===== config.mk =====
export PLATFORM = sky130hd
export DESIGN_NAME = trap_ctrl
export DESIGN_NICKNAME = d
export VERILOG_FILES = /design/src/rtl/trap_ctrl_pkg.sv /design/src/rtl/trap_arb.sv /design/src/rtl/trap_ctrl.sv
export SDC_FILE = /design/constraint.sdc
export NUM_CORES = 1
export LEC_CHECK = 0
export BUFFER_PORTS_ARGS = -buffer_cell sky130_fd_sc_hd__buf_2
export CAP_MARGIN = 20
export CORE_MARGIN = 2
export CORE_UTILIZATION = 45
export DETAILED_ROUTE_END_ITERATION = 12
export GPL_TIMING_DRIVEN = 0
export PLACE_DENSITY = 0.79
export SYNTH_ARGS = -nofsm -noshare
export SYNTH_HDL_FRONTEND = slang
export SYNTH_SLANG_ARGS = --single-unit

===== constraint.sdc =====
create_clock -name clk -period 5.73 [get_ports clk]
set_clock_uncertainty 0.15 [all_clocks]
set_input_delay 0.2865 -clock clk [delete_from_list [all_inputs] [get_ports clk]]
set_output_delay 0.2865 -clock clk [all_outputs]
set_load 0.005 [all_outputs]

===== src/rtl/trap_ctrl_pkg.sv =====
// Shared definitions for the machine-mode trap controller: CSR addresses,
// mcause codes, FSM state encoding and arbitrated event kinds.
package trap_ctrl_pkg;

  localparam logic [11:0] CSR_MSTATUS = 12'h300;
  localparam logic [11:0] CSR_MTVEC   = 12'h305;
  localparam logic [11:0] CSR_MEPC    = 12'h341;
  localparam logic [11:0] CSR_MCAUSE  = 12'h342;
  localparam logic [11:0] CSR_MTVAL   = 12'h343;

  localparam logic [31:0] CAUSE_ILLEGAL = 32'h0000_0002;
  localparam logic [31:0] CAUSE_EBREAK  = 32'h0000_0003;
  localparam logic [31:0] CAUSE_ECALL   = 32'h0000_000B;
  localparam logic [31:0] CAUSE_SOFT    = 32'h8000_0003;
  localparam logic [31:0] CAUSE_TIMER   = 32'h8000_0007;
  localparam logic [31:0] CAUSE_EXT     = 32'h8000_000B;

  typedef enum logic [2:0] {
    S_IDLE, S_W_MEPC, S_W_MCAUSE, S_W_MTVAL, S_W_MSTATUS, S_JUMP, S_M_MSTATUS
  } state_e;

  typedef enum logic [2:0] {
    EV_NONE, EV_ILLEGAL, EV_ECALL, EV_EBREAK, EV_MRET, EV_EXT, EV_SOFT, EV_TIMER
  } event_e;

endpackage


===== src/rtl/trap_arb.sv =====
// Combinational event arbiter: picks the highest-priority pending event
// and its mcause code. Interrupts only qualify on a retire with MIE set.
import trap_ctrl_pkg::*;

module trap_arb (
  input  logic        illegal_i,
  input  logic        ecall_i,
  input  logic        ebreak_i,
  input  logic        mret_i,
  input  logic        ext_i,
  input  logic        soft_i,
  input  logic        timer_i,
  input  logic        mie_i,
  input  logic        hx_valid_i,
  output event_e      evt_o,
  output logic [31:0] cause_o
);

  always_comb begin
    evt_o   = EV_NONE;
    cause_o = '0;
    if (illegal_i) begin
      evt_o = EV_ILLEGAL; cause_o = CAUSE_ILLEGAL;
    end else if (ecall_i) begin
      evt_o = EV_ECALL;   cause_o = CAUSE_ECALL;
    end else if (ebreak_i) begin
      evt_o = EV_EBREAK;  cause_o = CAUSE_EBREAK;
    end else if (mret_i) begin
      evt_o = EV_MRET;
    end else if (hx_valid_i && mie_i) begin
      if (ext_i) begin
        evt_o = EV_EXT;   cause_o = CAUSE_EXT;
      end else if (soft_i) begin
        evt_o = EV_SOFT;  cause_o = CAUSE_SOFT;
      end else if (timer_i) begin
        evt_o = EV_TIMER; cause_o = CAUSE_TIMER;
      end
    end
  end

endmodule


===== src/rtl/trap_ctrl.sv =====
// Machine-mode trap sequencer: writes mepc/mcause/mtval/mstatus one per cycle,
// then redirects to mtvec; MRET restores MIE and jumps to mepc.
import trap_ctrl_pkg::*;

module trap_ctrl (
  input  logic        clk,
  input  logic        rst,
  input  logic        hx_valid_i,
  input  logic        ex_trap_valid_i,
  input  logic        tcmp_trap_valid_i,
  input  logic        soft_trap_valid_i,
  input  logic        mstatus_MIE3_i,
  input  logic        ecall_i,
  input  logic        ebreak_i,
  input  logic        illegal_i,
  input  logic        mret_i,
  input  logic [31:0] inst_addr_i,
  input  logic [31:0] next_pc_i,
  input  logic [31:0] inst_i,
  input  logic [31:0] mepc_i,
  output logic        trap_csr_we_o,
  output logic [11:0] trap_csr_addr_o,
  output logic [31:0] trap_csr_wdata_o,
  input  logic [31:0] trap_csr_rdata_i,
  output logic        hold_o,
  output logic        jump_o,
  output logic [31:0] jump_addr_o
);

  state_e      state_q;
  logic [31:0] cause_q, epc_q, tval_q;
  logic        mret_q;
  event_e      evt;
  logic [31:0] cause;
  logic [31:0] mtvec_base;

  trap_arb u_arb (
    .illegal_i  (illegal_i),
    .ecall_i    (ecall_i),
    .ebreak_i   (ebreak_i),
    .mret_i     (mret_i),
    .ext_i      (ex_trap_valid_i),
    .soft_i     (soft_trap_valid_i),
    .timer_i    (tcmp_trap_valid_i),
    .mie_i      (mstatus_MIE3_i),
    .hx_valid_i (hx_valid_i),
    .evt_o      (evt),
    .cause_o    (cause)
  );

  always_ff @(posedge clk) begin
    if (rst) begin
      state_q <= S_IDLE;
      cause_q <= '0;
      epc_q   <= '0;
      tval_q  <= '0;
      mret_q  <= 1'b0;
    end else begin
      unique case (state_q)
        S_IDLE: if (evt == EV_MRET) begin
          state_q <= S_M_MSTATUS;
          mret_q  <= 1'b1;
        end else if (evt != EV_NONE) begin
          state_q <= S_W_MEPC;
          mret_q  <= 1'b0;
          cause_q <= cause;
          epc_q   <= cause[31] ? next_pc_i : inst_addr_i;
          tval_q  <= (evt == EV_ILLEGAL) ? inst_i :
                     (evt == EV_EBREAK)  ? inst_addr_i : 32'h0;
        end
        S_W_MEPC:    state_q <= S_W_MCAUSE;
        S_W_MCAUSE:  state_q <= S_W_MTVAL;
        S_W_MTVAL:   state_q <= S_W_MSTATUS;
        S_W_MSTATUS: state_q <= S_JUMP;
        S_M_MSTATUS: state_q <= S_JUMP;
        S_JUMP:      state_q <= S_IDLE;
        default:     state_q <= S_IDLE;
      endcase
    end
  end

  assign mtvec_base = {trap_csr_rdata_i[31:2], 2'b00};

  // Outputs decode the registered state; rdata feeds through combinationally
  // so the mstatus update and mtvec lookup happen in the writing cycle.
  always_comb begin
    trap_csr_we_o    = 1'b0;
    trap_csr_addr_o  = '0;
    trap_csr_wdata_o = '0;
    hold_o           = 1'b0;
    jump_o           = 1'b0;
    jump_addr_o      = '0;
    if (!rst) begin
      unique case (state_q)
        S_IDLE: hold_o = (evt != EV_NONE);
        S_W_MEPC: begin
          hold_o = 1'b1; trap_csr_we_o = 1'b1;
          trap_csr_addr_o = CSR_MEPC;   trap_csr_wdata_o = epc_q;
        end
        S_W_MCAUSE: begin
          hold_o = 1'b1; trap_csr_we_o = 1'b1;
          trap_csr_addr_o = CSR_MCAUSE; trap_csr_wdata_o = cause_q;
        end
        S_W_MTVAL: begin
          hold_o = 1'b1; trap_csr_we_o = 1'b1;
          trap_csr_addr_o = CSR_MTVAL;  trap_csr_wdata_o = tval_q;
        end
        S_W_MSTATUS: begin
          hold_o = 1'b1; trap_csr_we_o = 1'b1;
          trap_csr_addr_o  = CSR_MSTATUS;
          trap_csr_wdata_o = {24'h0, trap_csr_rdata_i[3], 7'h0};
        end
        S_M_MSTATUS: begin
          hold_o = 1'b1; trap_csr_we_o = 1'b1;
          trap_csr_addr_o  = CSR_MSTATUS;
          trap_csr_wdata_o = {24'h0, 1'b1, 3'h0, trap_csr_rdata_i[7], 3'h0};
        end
        S_JUMP: begin
          hold_o = 1'b1; jump_o = 1'b1;
          if (mret_q) begin
            jump_addr_o = mepc_i;
          end else begin
            trap_csr_addr_o = CSR_MTVEC;
            if (trap_csr_rdata_i[1:0] == 2'b01 && cause_q[31])
              jump_addr_o = mtvec_base + 32'({cause_q[30:0], 2'b00});
            else
              jump_addr_o = mtvec_base;
          end
        end
        default: ;
      endcase
    end
  end

endmodule


==> summary.txt <==
Max Slew Vio Count -> 0
Hold path start -> inst_i[17]
Share of cells above drive strength 1 -> 0.318
CP max stage cell -> a2111oi_0
Sw Pwr -> 0.000474 W
Reg2reg end -> epc_q[19]$_SDFFE_PP0P_
Placed wire-length estimate -> 14000 um
Max_cap viols -> 0
Cell Pwr Density -> 216 mW/mm2
Seq pwr share -> 0.429
Peak Freq -> 284 MHz
Setup TNS -> 0 ns
Clk Latency, worst-skew pair -> 0.35 ns
Reg area -> 0.00146 mm2
Mapped Cells -> 658
# Post-CTS Setup Buffers -> 0
Unrepaired setup endpoints after global routing -> no
Mux contribution to synthesized area -> 0.0772
Routed WL per cell -> 17.0 um
Synth Area in Adders -> 0.0140
P_int -> 0.000951 W
Post-CTS sizing -> 0
Final WL -> 18000 um
Yosys cell types -> 54
Crit-path max cell delay -> 0.63 ns
Clock power frac -> 0.275
Htree depth -> 3
Die H -> 110 um
Worst r2r path cells -> 7
Hold Path Sink -> tval_q[17]$_SDFFE_PP0P_
Initial DRC count -> 434
Yosys top cell by area -> dfxtp_1
Yosys top cell area share -> 0.292
Crit start category -> register
Setup crit start -> cause_q[0]$_SDFFE_PP0P_
HP Class -> in2reg
Post-Synth Simple-Gate Area -> 0.232
Port Buf Inserts -> 241
Slew @ Worst Pin -> 1.01 ns
Post-synth EDFFs -> 0
DR vias -> 6083
Synth Cell Area -> 0.00501 mm2
Width of the chip -> 110 um
TritonCTS Sinks -> 73
Buffer depth of the longest clock path -> 2
DRT Pass-1 Iters -> 6
Max Fanout on Critical Path -> 10
Seq/Total Area, Yosys -> 0.292
Synth Area in Compound Gates -> 0.270
First-pass GRT wire length -> 27400 um
DRC Markers -> 0
Gpl congestion -> 0.914
Slew headroom -> 0.319
CTS Buf Count -> 9
Vias per cell -> 5.73
Antenna violations before repair -> 3
Crit. path cell count -> 10
Root buffer cell -> clkbuf_8
CP cell instances -> ha_1 > inv_1 > fa_1 > nor2b_1 > o21ai_1 > clkbuf_1 > a2111oi_0 > xnor2_1 > a21oi_1 > buf_2
Area added between synthesis and finish -> 31.7%
Post-synthesis async set-or-reset flop share -> 0
Most numerous cell in the Yosys netlist -> nor2_1
Die Area -> 0.0120 mm2
Largest net degree at the start of global routing -> 12
Final hold violation count -> 0
Setup Viol. Count Final -> 0
Vias in the first global route -> 5619
Nature of the critical path endpoint -> output port
Status -> complete, no violations
Post-route setup slack -> 2.21 ns
Worst Path Buf+Inv -> 3
Nets -> 1091
Pre-CTS WS -> 2.69 ns
Flop-to-flop setup slack -> 3.12 ns
Final Cycle Share -> 0.615
CP top delay family -> compound AO/OA/AOI/OAI gates
Io pins -> 250
Ys Warns -> 0
Critical path class -> reg2out
LEAKAGE -> 2.83 nW
Initial Util -> 0.462
Syn avg cell area -> 7.61 um2
Maximum vdd drop -> 0.145 mV
Largest family of logic cells by synthesized area -> compound AO/OA/AOI/OAI gates
Post-Synth XOR/XNOR Area -> 0.0437
Top FF cell, synth -> dfxtp_1
Sw frac -> 0.332
Clock slew at reported path FFs -> 0.08 ns
Fillers -> 1026
Critical Path RT -> 5.29 ns
Worst Hold Depth -> 3
Synth area leaders -> dfxtp_1, nor2_1, mux2i_1
Area of the multi-input gates -> 0.00321 mm2
Synth Register Bits -> 73
R2R Path Start -> state_q[1]$_SDFFE_PP0P_
CTS tree -> done
Crit path DAT -> 3.09 ns
Comb power frac -> 0.296
All-Layer GR Usage -> 0.292
Hold Buf Count CTS -> 0
Min cycle time layout -> 3.52 ns
Most frequent cells after synthesis -> nor2_1, dfxtp_1, clkbuf_1, nor3_1, a211oi_1
Total core area -> 0.0108 mm2
Grt total ovfl -> 0
Rows -> 38
Post-DRT Antenna Nets -> 0
-- registers in the layout (all words and copies together), names as in the netlist --
register and count:
epc_q 32, tval_q 32, cause_q 5, state_q 3
mret_q 1
-- routing by layer --
layer  vias up  track usage  routed length, um
met5         -            0                  0
li1       2926            -                  -
met3        28       0.0551               1580
met2       320        0.522               9130
met1      2809        0.338               7070
met4         0        0.127                272
-- kinds of logic after synthesis --
group,Yosys count
buffers and inverters,83
and+or+nand+nor,243
xor gates and xnor gates,25
adders and majority gates,5
AOI/OAI and AO/OA,190
DFF,73
muxes,38
other,1
-- power by group through the flow --
stage / registers (W) / logic [W] / clock network, W
final: 0.000612 / 0.000421 / 0.000392
after global routing: 0.000620 / 0.000468 / 0.000414
after CTS: 0.000611 / 0.000416 / 0.000397
after detailed placement: 0.000622 / 0.000415 / 0
after global placement: 0.000620 / 0.000410 / 0
after floorplan: 0.000612 / 0.000256 / 0
-- layout make-up --
cell class                 count  area share
tap                          140      0.0265
clock inverter                 4     0.00682
multi-input combinational    507       0.487
buffer                        66      0.0442
antenna                        3     0.00114
sequential                    73       0.221
timing repair buffer         241       0.183
inverter                      17     0.00967
clock buffer                  10      0.0209
-- worst max-delay path by stage --
stage	endpoint	slack, ns
floorplan	jump_addr_o[22]	3.14
finish	jump_addr_o[22]	2.21
global placement	jump_addr_o[22]	2.69
detailed placement	jump_addr_o[20]	2.69
global route	jump_addr_o[22]	2.06
CTS	jump_addr_o[20]	2.27
-- worst reg2reg max path, delay by kind of cell (launching register included) --
| family | cells | cell delay (ns) |
|---|---|---|
| compound gates | 1 | 0.26 |
| buf+inv | 3 | 0.81 |
| flops | 1 | 0.31 |
| simple gates | 3 | 0.99 |
-- cell usage in the layout, fill, tap and decap left out, types with 32 or more instances in the layout --
master    count
a221oi_1     32
a211oi_1     41
buf_2       252
dfxtp_1      73
nor3_1       43
nor2_1      117
clkbuf_1     46
a21oi_1      37
mux2i_1      33
a22oi_1      32
-- metrics by stage --
stage                     std cells   util  total power [W]  instance area, um2  hold WS (ns)
final                          1061  0.609          0.00142                6600        0.0868
after global routing           1061  0.609          0.00150                6600        0.0920
after detailed placement       1044  0.591          0.00104                6410         0.321
after floorplan                 663      -         0.000868                5030         0.295
after CTS                      1058  0.608          0.00142                6590        0.0767
after global placement         1044  0.591          0.00103                6410         0.310
(Power assumes the default switching activity.)
